`src/rtl/ps2_rx_checked_pkg.sv`:
```
// rtl/ps2_rx_checked_pkg.sv - state encoding, frame constants and parity helper for the PS/2 receiver
package ps2_pkg;

  // Receiver FSM states
  typedef enum logic [1:0] {
    IDLE = 2'b00,
    DPS  = 2'b01,
    LOAD = 2'b10
  } ps2_state_t;

  // Frame layout: start, d0..d7, parity, stop (LSB first on the wire)
  localparam int PS2_FRAME_BITS = 11;
  localparam int PS2_DATA_BITS  = 8;

  // Data bits plus parity bit must contain an odd number of ones
  function automatic logic odd_parity_ok(input logic [PS2_DATA_BITS:0] bits);
    return ^bits;
  endfunction

endpackage

```
`src/rtl/ps2_rx_checked_if.sv`:
```
// rtl/ps2_rx_checked_if.sv - pin and result bundle between PS/2 receiver and its user
interface ps2_rx_checked_if;

  logic       PS2Data;
  logic       PS2Clk;
  logic       RxEnable;
  logic [7:0] Data;
  logic       Done;
  logic       ParityErr;
  logic       FrameErr;
  logic       TimeoutErr;
  logic       Busy;

  // Pin/enable driver side (device lines and packet assembler)
  modport master (
    output PS2Data, PS2Clk, RxEnable,
    input  Data, Done, ParityErr, FrameErr, TimeoutErr, Busy
  );

  // Receiver side
  modport slave (
    input  PS2Data, PS2Clk, RxEnable,
    output Data, Done, ParityErr, FrameErr, TimeoutErr, Busy
  );

endinterface

```
`src/rtl/ps2_rx_checked_clk_filter.sv`:
```
// rtl/ps2_rx_checked_clk_filter.sv - PS/2 pin synchronisers and PS2Clk glitch filter with falling-edge tick
module ps2_clk_filter #(
  parameter int FILTER_LEN = 8
) (
  input  logic Clk,
  input  logic Reset,
  input  logic ps2_clk_raw,
  input  logic ps2_data_raw,
  output logic fall_tick,
  output logic data_sync
);

  logic [1:0]            clk_sync_q;
  logic [1:0]            data_sync_q;
  logic [FILTER_LEN-1:0] filt_q;
  logic                  clk_filt_q;
  logic                  clk_filt_next;

  // Two-flop synchronisers; idle PS/2 lines are high, so they come out of reset at 1
  always_ff @(posedge Clk or posedge Reset) begin
    if (Reset) begin
      clk_sync_q  <= 2'b11;
      data_sync_q <= 2'b11;
    end else begin
      clk_sync_q  <= {clk_sync_q[0], ps2_clk_raw};
      data_sync_q <= {data_sync_q[0], ps2_data_raw};
    end
  end

  // Sample history of the synchronised clock and the filtered clock itself
  always_ff @(posedge Clk or posedge Reset) begin
    if (Reset) begin
      filt_q     <= '0;
      clk_filt_q <= 1'b0;
    end else begin
      filt_q     <= {filt_q[FILTER_LEN-2:0], clk_sync_q[1]};
      clk_filt_q <= clk_filt_next;
    end
  end

  // Filtered clock only moves once the whole history agrees; mixed history holds it
  always_comb begin
    clk_filt_next = clk_filt_q;
    if (&filt_q) begin
      clk_filt_next = 1'b1;
    end else if (~|filt_q) begin
      clk_filt_next = 1'b0;
    end
  end

  assign fall_tick = clk_filt_q && !clk_filt_next;
  assign data_sync = data_sync_q[1];

endmodule

```
`src/rtl/ps2_rx_checked.sv`:
```
// rtl/ps2_rx_checked.sv - checked PS/2 frame receiver; optional watchdog under PS2_RX_TIMEOUT_EN
module ps2_rx_checked
  import ps2_pkg::*;
#(
  parameter int FILTER_LEN     = 8,
  parameter int TIMEOUT_CYCLES = 10000
) (
  input logic             Clk,
  input logic             Reset,
  ps2_rx_checked_if.slave bus
);

  // Bits still to come after the start bit, minus one
  localparam logic [3:0] LAST_BIT_CNT = 4'd9;

  logic                      fall_tick;
  logic                      data_bit;
  ps2_state_t                state;
  ps2_state_t                state_next;
  logic [PS2_FRAME_BITS-1:0] shift_q;
  logic [3:0]                bit_cnt;
  logic [PS2_DATA_BITS-1:0]  data_q;
  logic                      start_frame;
  logic                      shift_en;
  logic                      load_en;
  logic                      timeout_hit;

  ps2_clk_filter #(
    .FILTER_LEN(FILTER_LEN)
  ) u_clk_filter (
    .Clk         (Clk),
    .Reset       (Reset),
    .ps2_clk_raw (bus.PS2Clk),
    .ps2_data_raw(bus.PS2Data),
    .fall_tick   (fall_tick),
    .data_sync   (data_bit)
  );

`ifdef PS2_RX_TIMEOUT_EN
  localparam int              WD_W    = $clog2(TIMEOUT_CYCLES);
  localparam logic [WD_W-1:0] WD_LAST = WD_W'(TIMEOUT_CYCLES - 1);

  logic [WD_W-1:0] wd_q;

  // Watchdog: counts cycles since the last filtered falling edge while a frame is open
  always_ff @(posedge Clk or posedge Reset) begin
    if (Reset) begin
      wd_q <= '0;
    end else if (state != DPS || fall_tick || timeout_hit) begin
      wd_q <= '0;
    end else begin
      wd_q <= wd_q + WD_W'(1);
    end
  end

  assign timeout_hit = (state == DPS) && (wd_q == WD_LAST);
`else
  logic unused_timeout_cfg;
  assign unused_timeout_cfg = (TIMEOUT_CYCLES > 0);
  assign timeout_hit        = 1'b0;
`endif

  // State register
  always_ff @(posedge Clk or posedge Reset) begin
    if (Reset) begin
      state <= IDLE;
    end else begin
      state <= state_next;
    end
  end

  // Next state: frames open on a 0 start bit, advance on each tick, close after the stop bit
  always_comb begin
    state_next  = state;
    start_frame = 1'b0;
    shift_en    = 1'b0;
    load_en     = 1'b0;
    case (state)
      IDLE: begin
        // A 1 sampled here is line noise and is simply dropped
        if (fall_tick && bus.RxEnable && !data_bit) begin
          state_next  = DPS;
          start_frame = 1'b1;
          shift_en    = 1'b1;
        end
      end
      DPS: begin
        // A tick always beats the watchdog in the same cycle
        if (fall_tick) begin
          shift_en = 1'b1;
          if (bit_cnt == 4'd0) begin
            state_next = LOAD;
            load_en    = 1'b1;
          end
        end else if (timeout_hit) begin
          state_next = IDLE;
        end
      end
      LOAD: begin
        state_next = IDLE;
      end
      default: begin
        state_next = IDLE;
      end
    endcase
  end

  // Frame shift register, bit counter and received-byte register
  always_ff @(posedge Clk or posedge Reset) begin
    if (Reset) begin
      shift_q <= '0;
      bit_cnt <= '0;
      data_q  <= '0;
    end else begin
      if (shift_en) begin
        shift_q <= {data_bit, shift_q[PS2_FRAME_BITS-1:1]};
      end
      if (start_frame) begin
        bit_cnt <= LAST_BIT_CNT;
      end else if (shift_en && bit_cnt != 4'd0) begin
        bit_cnt <= bit_cnt - 4'd1;
      end
      // Captured as the stop bit shifts in, so Data is already valid during Done
      if (load_en) begin
        data_q <= shift_q[PS2_DATA_BITS+1:2];
      end
    end
  end

  // Outputs: status flags are only meaningful in the single LOAD cycle
  always_comb begin
    bus.Done       = (state == LOAD);
    bus.ParityErr  = (state == LOAD) && !odd_parity_ok(shift_q[PS2_DATA_BITS+1:1]);
    bus.FrameErr   = (state == LOAD) && (shift_q[0] || !shift_q[PS2_FRAME_BITS-1]);
    bus.TimeoutErr = timeout_hit && !fall_tick;
    bus.Busy       = (state != IDLE);
  end

  assign bus.Data = data_q;

endmodule

```
`src/flat_wrapper.sv`:
```
// flat-port wrapper written by rule: the top's interface ports become plain ports
module ps2_rx_checked_flat import ps2_pkg::*;
#(
  parameter int FILTER_LEN     = 8,
  parameter int TIMEOUT_CYCLES = 10000
)
  (Clk, Reset, bus_PS2Data, bus_PS2Clk, bus_RxEnable, bus_Data, bus_Done, bus_ParityErr, bus_FrameErr, bus_TimeoutErr, bus_Busy);
  ps2_rx_checked_if bus_i ();
  input logic Clk;
  input logic Reset;
  input wire logic [$bits(bus_i.PS2Data)-1:0] bus_PS2Data;
  input wire logic [$bits(bus_i.PS2Clk)-1:0] bus_PS2Clk;
  input wire logic [$bits(bus_i.RxEnable)-1:0] bus_RxEnable;
  output wire logic [$bits(bus_i.Data)-1:0] bus_Data;
  output wire logic [$bits(bus_i.Done)-1:0] bus_Done;
  output wire logic [$bits(bus_i.ParityErr)-1:0] bus_ParityErr;
  output wire logic [$bits(bus_i.FrameErr)-1:0] bus_FrameErr;
  output wire logic [$bits(bus_i.TimeoutErr)-1:0] bus_TimeoutErr;
  output wire logic [$bits(bus_i.Busy)-1:0] bus_Busy;
  assign bus_i.PS2Data = bus_PS2Data;
  assign bus_i.PS2Clk = bus_PS2Clk;
  assign bus_i.RxEnable = bus_RxEnable;
  assign bus_Data = bus_i.Data;
  assign bus_Done = bus_i.Done;
  assign bus_ParityErr = bus_i.ParityErr;
  assign bus_FrameErr = bus_i.FrameErr;
  assign bus_TimeoutErr = bus_i.TimeoutErr;
  assign bus_Busy = bus_i.Busy;
  ps2_rx_checked #(.FILTER_LEN(FILTER_LEN), .TIMEOUT_CYCLES(TIMEOUT_CYCLES)) u_core (.Clk(Clk), .Reset(Reset), .bus(bus_i));
endmodule
```
`config.mk`:
```
export PLATFORM = sky130hd
export DESIGN_NAME = ps2_rx_checked_flat
export DESIGN_NICKNAME = d
export VERILOG_FILES = /design/src/rtl/ps2_rx_checked_pkg.sv /design/src/rtl/ps2_rx_checked_if.sv /design/src/rtl/ps2_rx_checked_clk_filter.sv /design/src/rtl/ps2_rx_checked.sv /design/src/flat_wrapper.sv
export SDC_FILE = /design/constraint.sdc
export NUM_CORES = 1
export LEC_CHECK = 0
export BUFFER_PORTS_ARGS = -buffer_cell sky130_fd_sc_hd__buf_4
export CAP_MARGIN = 20
export CORE_ASPECT_RATIO = 1.25
export CORE_MARGIN = 1.5
export CORE_UTILIZATION = 25
export DETAILED_ROUTE_END_ITERATION = 7
export SLEW_MARGIN = 10
export SYNTH_ARGS = -nofsm -noshare
export SYNTH_HDL_FRONTEND = slang
export SYNTH_SLANG_ARGS = --single-unit
```
`constraint.sdc`:
```
create_clock -name Clk -period 1.57 [get_ports Clk]
set_input_delay 0.314 -clock Clk [delete_from_list [all_inputs] [get_ports Clk]]
set_output_delay 0.314 -clock Clk [all_outputs]
set_load 0.01 [all_outputs]
```
## Word-level counts from Yosys, hierarchy flattened

Index checks and enable logic that the tools add are counted.
Widths: inputs -> output; s select.

- Register bits after elaboration: 38
- Output and inout port bits: 13

- $add $sub $neg: 1
- Eq/ne operators: 5
- Muxes and demuxes: 15
- Reduce and logical (&&, ||, !) cells: 20

Operator list:

| cell | number |
|---|---|
| $reduce_xor 9->1 | 1 |
| $mux 1 | 8 |
| $mux 4 | 2 |
| $reduce_and 8->1 | 1 |
| $reduce_or 8->1 | 1 |
| $logic_and 1x1->1 | 6 |
| $mux 2 | 3 |
| $ne 2x1->1 const B | 3 |
| $logic_not 1->1 | 4 |
| $logic_not 4->1 | 1 |
| $pmux 2 s2 | 1 |
| $reduce_bool 2->1 | 2 |
| $reduce_bool 4->1 | 1 |
| $sub 4x1->4 const B | 1 |
| $reduce_and 3->1 | 1 |
| $eq 2x1->1 const B | 1 |
| $eq 2x2->1 const B | 1 |
| $logic_not 2->1 | 1 |
| $pmux 1 s2 | 1 |
| $logic_or 1x1->1 | 1 |

## Longest topological paths before layout

- Depth in word-level cells: 12
- Gate-level depth with buffers: 6
- Depth with buffers taken out: 6

## By module

Synthesis repeated with hierarchy kept, for this count alone.

- Cells, all modules: 114
- Area, all modules: 1569.0 um^2

By module, submodules not included:

| module | times used | cells an instance | area an instance (um^2) | seq. area each (um^2) |
|---|---|---|---|---|
| ps2_rx_checked | 1 | 93 | 1178.6 | 625.6 |
| ps2_clk_filter | 1 | 21 | 390.4 | 330.3 |

## Least setup slack after synthesis

OpenSTA, ideal clock, no wires.

- Path type: register to register
- From: reg u_core.u_clk_filter.filt_q[3]
- To: reg u_core.data_q[0], in the netlist u_core.bus.Data[0]
- Library setup time: 125 ps
- Data arrival time: 1605 ps
- Required time: 1445 ps
- Setup slack: -160 ps
- Cell stages (with the launch flop): 7
- Path through: dfrtp_1 nor4_2 and3_1 buf_6 and3_4 buf_12 mux2_4

- Cells in the longest elaborated chain, start to end: 7
- Elaborated cells between the ends (all ways): 8
- Classes of those cells: 4 x mux; 4 x reduce/logical

RTL lines:

| element | line | text |
|---|---|---|
| start: declaration | ps2_rx_checked_clk_filter.sv:15 | `logic [FILTER_LEN-1:0] filt_q;` |
| start signal: assignment | ps2_rx_checked_clk_filter.sv:36 | `filt_q <= {filt_q[FILTER_LEN-2:0], clk_sync_q[1]};` |
| $reduce_or 8->1 | ps2_rx_checked_clk_filter.sv:46 | `end else if (~\|filt_q) begin` |
| $mux 1 | ps2_rx_checked_clk_filter.sv:46 |  |
| $mux 1 * | ps2_rx_checked_clk_filter.sv:44 | `if (&filt_q) begin` |
| $logic_not 1->1 * | ps2_rx_checked_clk_filter.sv:51 | `assign fall_tick = clk_filt_q && !clk_filt_next;` |
| $logic_and 1x1->1 * | ps2_rx_checked_clk_filter.sv:51 |  |
| $mux 1 * | ps2_rx_checked.sv:89 | `if (fall_tick) begin` |
| $mux 1 * | ps2_rx_checked.sv:78 | `case (state)` |
| end signal: assignment | ps2_rx_checked.sv:125 | `data_q <= shift_q[PS2_DATA_BITS+1:2];` |
| end: declaration | ps2_rx_checked.sv:22 | `logic [PS2_DATA_BITS-1:0] data_q;` |

Mark *: on every way between the ends. The rest lies on a longest branch, timed or not.
A chain may end at the register's enable or synchronous reset.

## Worst setup path after layout

- From: reg u_core.shift_q[9]
- To: out bus_ParityErr

- Cells in the longest elaborated chain, start to end: 3

RTL lines:

| element | line | text |
|---|---|---|
| start: declaration | ps2_rx_checked.sv:20 | `logic [PS2_FRAME_BITS-1:0] shift_q;` |
| start signal: assignment | ps2_rx_checked.sv:116 | `shift_q <= {data_bit, shift_q[PS2_FRAME_BITS-1:1]};` |
| $reduce_xor 9->1 | ps2_rx_checked_pkg.sv:17 | `return ^bits;` |
| $logic_not 1->1 | ps2_rx_checked.sv:133 | `bus.ParityErr = (state == LOAD) && !odd_parity_ok(shift_q[PS2_DATA_BITS+1:1]);` |
| $logic_and 1x1->1 | ps2_rx_checked.sv:133 |  |
| end: declaration | flat_wrapper.sv:16 | `output wire logic [$bits(bus_i.ParityErr)-1:0] bus_ParityErr;` |

Every way passes these cells.

==> results summary <==
The detailed-router iteration count before antenna repair is 2. The overflow left after global routing is 0. The total number of nets in the final design came out at between 150 and 200.

In the global route stage, overall resource usage came out at 0.0954. The standby leakage power is approximately 0.0011 uW. The maximum root-to-sink buffer count is 2. The number of clock buffers inserted by TritonCTS is 5. The placed standard-cell area is around 2000 sq um. The share of post-route cells with drive strength above 1 is 0.553. The achievable clock frequency is 506 MHz. Relative to the synthesized area, the layout overhead comes to 34.0%. The CTS root buffer is sky130_fd_sc_hd__clkbuf_8.

The via count of the first global-routing pass came to approximately 1000. The capturing element type of the critical path is an output port. The most used flip-flop cell after synthesis is sky130_fd_sc_hd__dfrtp_1. The post-synth design cell area came out at 1640 sq um. The placeable core area came out at around 6200 sq um.

The number of synthesized flops with an enable pin is 0. For the worst setup path, the data required time is 1260 ps. The number of failing hold endpoints at the final stage came to 0. The total die area is 7070 sq um. The total inserted antenna cells is 0. The tree built by TritonCTS fans out to 38 sinks.

The die is 93.6 microns tall. The number of standard cells after synthesis came out at ~110. The number of distinct standard cells referenced by the synthesized netlist is 35. The worst setup path is of the reg -> out kind. The power per unit of standard cell area came out at 815 nW/um^2. In the finished design, the share of the clock period the worst path needs comes to 1.26.

The net count of the mapped netlist is around 120. The share of total power dissipated in the clock network is 0.398. The first-pass GRT wire length is 4990 microns. Summing all non-filler instances in the final layout gives an area of about 2200 sq um. Counting flops and latches in the post-synthesis netlist gives 38. The detailed placement HPWL is about 1900 microns. Input and output buffers added on the ports amount to 16.

The share of power burned in registers came out at 0.568. The CTS tree is done. The total via count after detailed routing came out at just over 1000. In this run the horizontal extent of the chip is around 76 microns. The synthesized area per cell came out at between 10 and 15 sq um. The maximum level of the CTS H-tree came out at 2. The internal power consumption is 1380 uW. The run finished, with violations left.

The violation count after the first detailed-routing iteration is 35. In the final timing run, aggregate negative setup slack is -1920 ps. After synthesis, the most frequently instantiated cells are 34 x sky130_fd_sc_hd__dfrtp_1, 18 x sky130_fd_sc_hd__mux2_4, 6 x sky130_fd_sc_hd__o21ai_0. After synthesis, the share of flip-flops with an asynchronous set or reset is 1.00. For the worst-skew pair, the clock arrives at the later sink with an insertion delay of a little under 300 ps. The number of warnings printed during yosys synthesis came out at 0. The sequential element share of the synthesized area came out at 0.582. The post-detailed-route via-to-cell ratio is approximately 4.2. The final-layout worst hold slack is 125 ps. After layout, the worst setup slack is -405 ps. In this run the worst path has a maximum fanout of 2. The total of max-cap violations is 0.

The largest clock skew in the final design is between 6 and 7 ps. After clock tree synthesis, the clock-pin slew on the worst setup and hold paths is roughly 80 ps. The number of endpoints failing setup at the final stage is 22.

The number of max-slew violations in the final report came out at 0. The final reports fail on negative setup slack. Yosys instantiated no cell more often than sky130_fd_sc_hd__dfrtp_1. Summed over all nets, the switching power comes to approximately 400 uW. The share of the synthesized area in the top cell type is 0.518.

The number of antenna violations at the first check in global routing was 0. The largest total area in the synthesized netlist belongs to sky130_fd_sc_hd__dfrtp_1. The utilization after layout is 0.352. The maximum number of pins on one net before global-route repair is 39. The final weighted congestion in routability-driven placement came out at 0.706.

The post-layout minimum cycle time came out at approximately 2000 ps. The top-level I/O count is 18. The highest ir drop seen on vdd came out at approximately 0.24 mV. The average wire length per cell after detail routing came out at approximately 13 microns.

The initial cell density of the core came out at 0.263. STA classifies the critical path startpoint as a flop. Of the total power, the share spent switching nets is 0.228. The cts-stage hold buffer count is 0. The power share of the combinational group came out at 0.035.

The routed wire length came out at 3060 microns. The residual antenna-violating net count after detailed routing is 0. The placement row count came out at 32. In the routed design, unresolved DRC markers number 0.

The tightest min-delay check is of the in -> reg type. Yosys attributes the largest share of cell area to sky130_fd_sc_hd__dfrtp_1 52%, sky130_fd_sc_hd__mux2_4 16%, sky130_fd_sc_hd__dfstp_2 6.4%. Data on the critical path arrives at its endpoint at between 1500 and 2000 ps.

Setup repair after global routing could not meet its margin everywhere.
==> cell families (layout without fill, tap and decap cells) <==
group / after synthesis / count (layout) / synth area share
AO/OA/AOI/OAI: 13 / 13 / 0.0472
XOR/XNOR: 7 / 7 / 0.0457
adder cells (fa/ha/maj): 1 / 1 / 0.00761
buffers and inverters: 10 / 56 / 0.0442
flip-flops: 38 / 38 / 0.582
multiplexers: 19 / 19 / 0.171
other: 1 / 1 / 0.00228
AND/OR/NAND/NOR: 23 / 24 / 0.0998
==> metal layers <==
layer  part of all wire  global-route usage  vias to the layer above
met3              0.038              0.0302                        6
met1               0.42               0.106                      511
met5                  0                   0                        -
li1                   -                   -                      477
met2               0.53               0.164                       19
met4              0.017              0.0402                        0
==> final timing paths <==
| check | cells after the start | end | from | slack [ps] |
|---|---|---|---|---|
| worst max-delay path | 5 | bus_ParityErr | u_core.shift_q[9]$_DFFE_PP0P_ | -400 |
| worst min register to register | 0 | u_core.u_clk_filter.data_sync_q[1]$_DFF_PP1_ | u_core.u_clk_filter.data_sync_q[0]$_DFF_PP1_ | 360 |
| max in group asynchronous | 3 | u_core.u_clk_filter.data_sync_q[1]$_DFF_PP1_ | Reset | 1080 |
| worst max register to register | 4 | u_core.bus.Data[6]$_DFFE_PP0P_ | u_core.u_clk_filter.filt_q[7]$_DFF_PP0_ | -120 |
| worst min-delay path | 1 | u_core.u_clk_filter.data_sync_q[0]$_DFF_PP1_ | bus_PS2Data | 120 |
| min in group asynchronous | 3 | u_core.bus.Data[5]$_DFFE_PP0P_ | Reset | 130 |
==> power by group through the flow <==
stage | sequential (uW) | combinational [uW] | clock, uW
floorplan | 1030 | 28.6 | 0
global placement | 1030 | 61.1 | 0
detailed placement | 1030 | 62.1 | 0
CTS | 1020 | 63.3 | 730
global route | 1020 | 71.1 | 779
finish | 1020 | 62.2 | 713
==> what timing repair did <==
action / CTS / global route
resized for setup: 9 / 6
setup endpoints to repair: 22 / 24
buffers inserted: 2 / 2
cloned: 1 / 0
pin swaps: 2 / 2
==> through the flow <==
stage / instances / power, uW / setup WS, ps
2_1_floorplan: 112 / 1060 / -157
3_3_place_gp: 232 / 1090 / -120
3_5_place_dp: 232 / 1100 / -141
4_1_cts: 243 / 1810 / -394
5_1_grt: 244 / 1870 / -487
6_report: 244 / 1790 / -405
==> state kept, by name (all words and copies together) (netlist names) <==
name and flops:
u_core.shift_q 11, u_core.u_clk_filter.clk_filt_q 1, u_core.u_clk_filter.data_sync_q 2, u_core.u_clk_filter.clk_sync_q 2, u_core.bit_cnt 4, u_core.bus.Data 8
u_core.state 2, u_core.u_clk_filter.filt_q 8
==> critical path, stage by stage (launching register included) <==
cell and delay [ps]:
sky130_fd_sc_hd__dfrtp_1 420, sky130_fd_sc_hd__xnor2_2 170, sky130_fd_sc_hd__xnor3_1 440, sky130_fd_sc_hd__xnor2_1 130, sky130_fd_sc_hd__nor2_1 80, sky130_fd_sc_hd__buf_4 120
==> cell type report <==
class | count | area (sq um)
clock buffer | 6 | 82.6
clock inverter | 2 | 12.5
fill | 639 | 4050
inverter | 5 | 18.8
multi-input combinational | 65 | 689
sequential | 38 | 957
tap | 85 | 106
timing repair buffer | 43 | 334
==> cell usage in the layout (no fill, tap or decap), types with 2 or more instances in the layout <==
master,count
sky130_fd_sc_hd__o21ai_0,6
sky130_fd_sc_hd__clkbuf_8,6
sky130_fd_sc_hd__dfrtp_1,33
sky130_fd_sc_hd__nand2_1,5
sky130_fd_sc_hd__nand4_1,2
sky130_fd_sc_hd__mux2_4,18
sky130_fd_sc_hd__nor4_4,2
sky130_fd_sc_hd__dfstp_2,4
sky130_fd_sc_hd__xnor2_2,2
sky130_fd_sc_hd__buf_6,3
sky130_fd_sc_hd__inv_1,5
sky130_fd_sc_hd__a21oi_1,3
sky130_fd_sc_hd__buf_4,40
sky130_fd_sc_hd__and3_4,3
sky130_fd_sc_hd__nor2_1,2
sky130_fd_sc_hd__nor2b_1,2
sky130_fd_sc_hd__xnor2_1,3
Power figures use the tool's default switching activity.
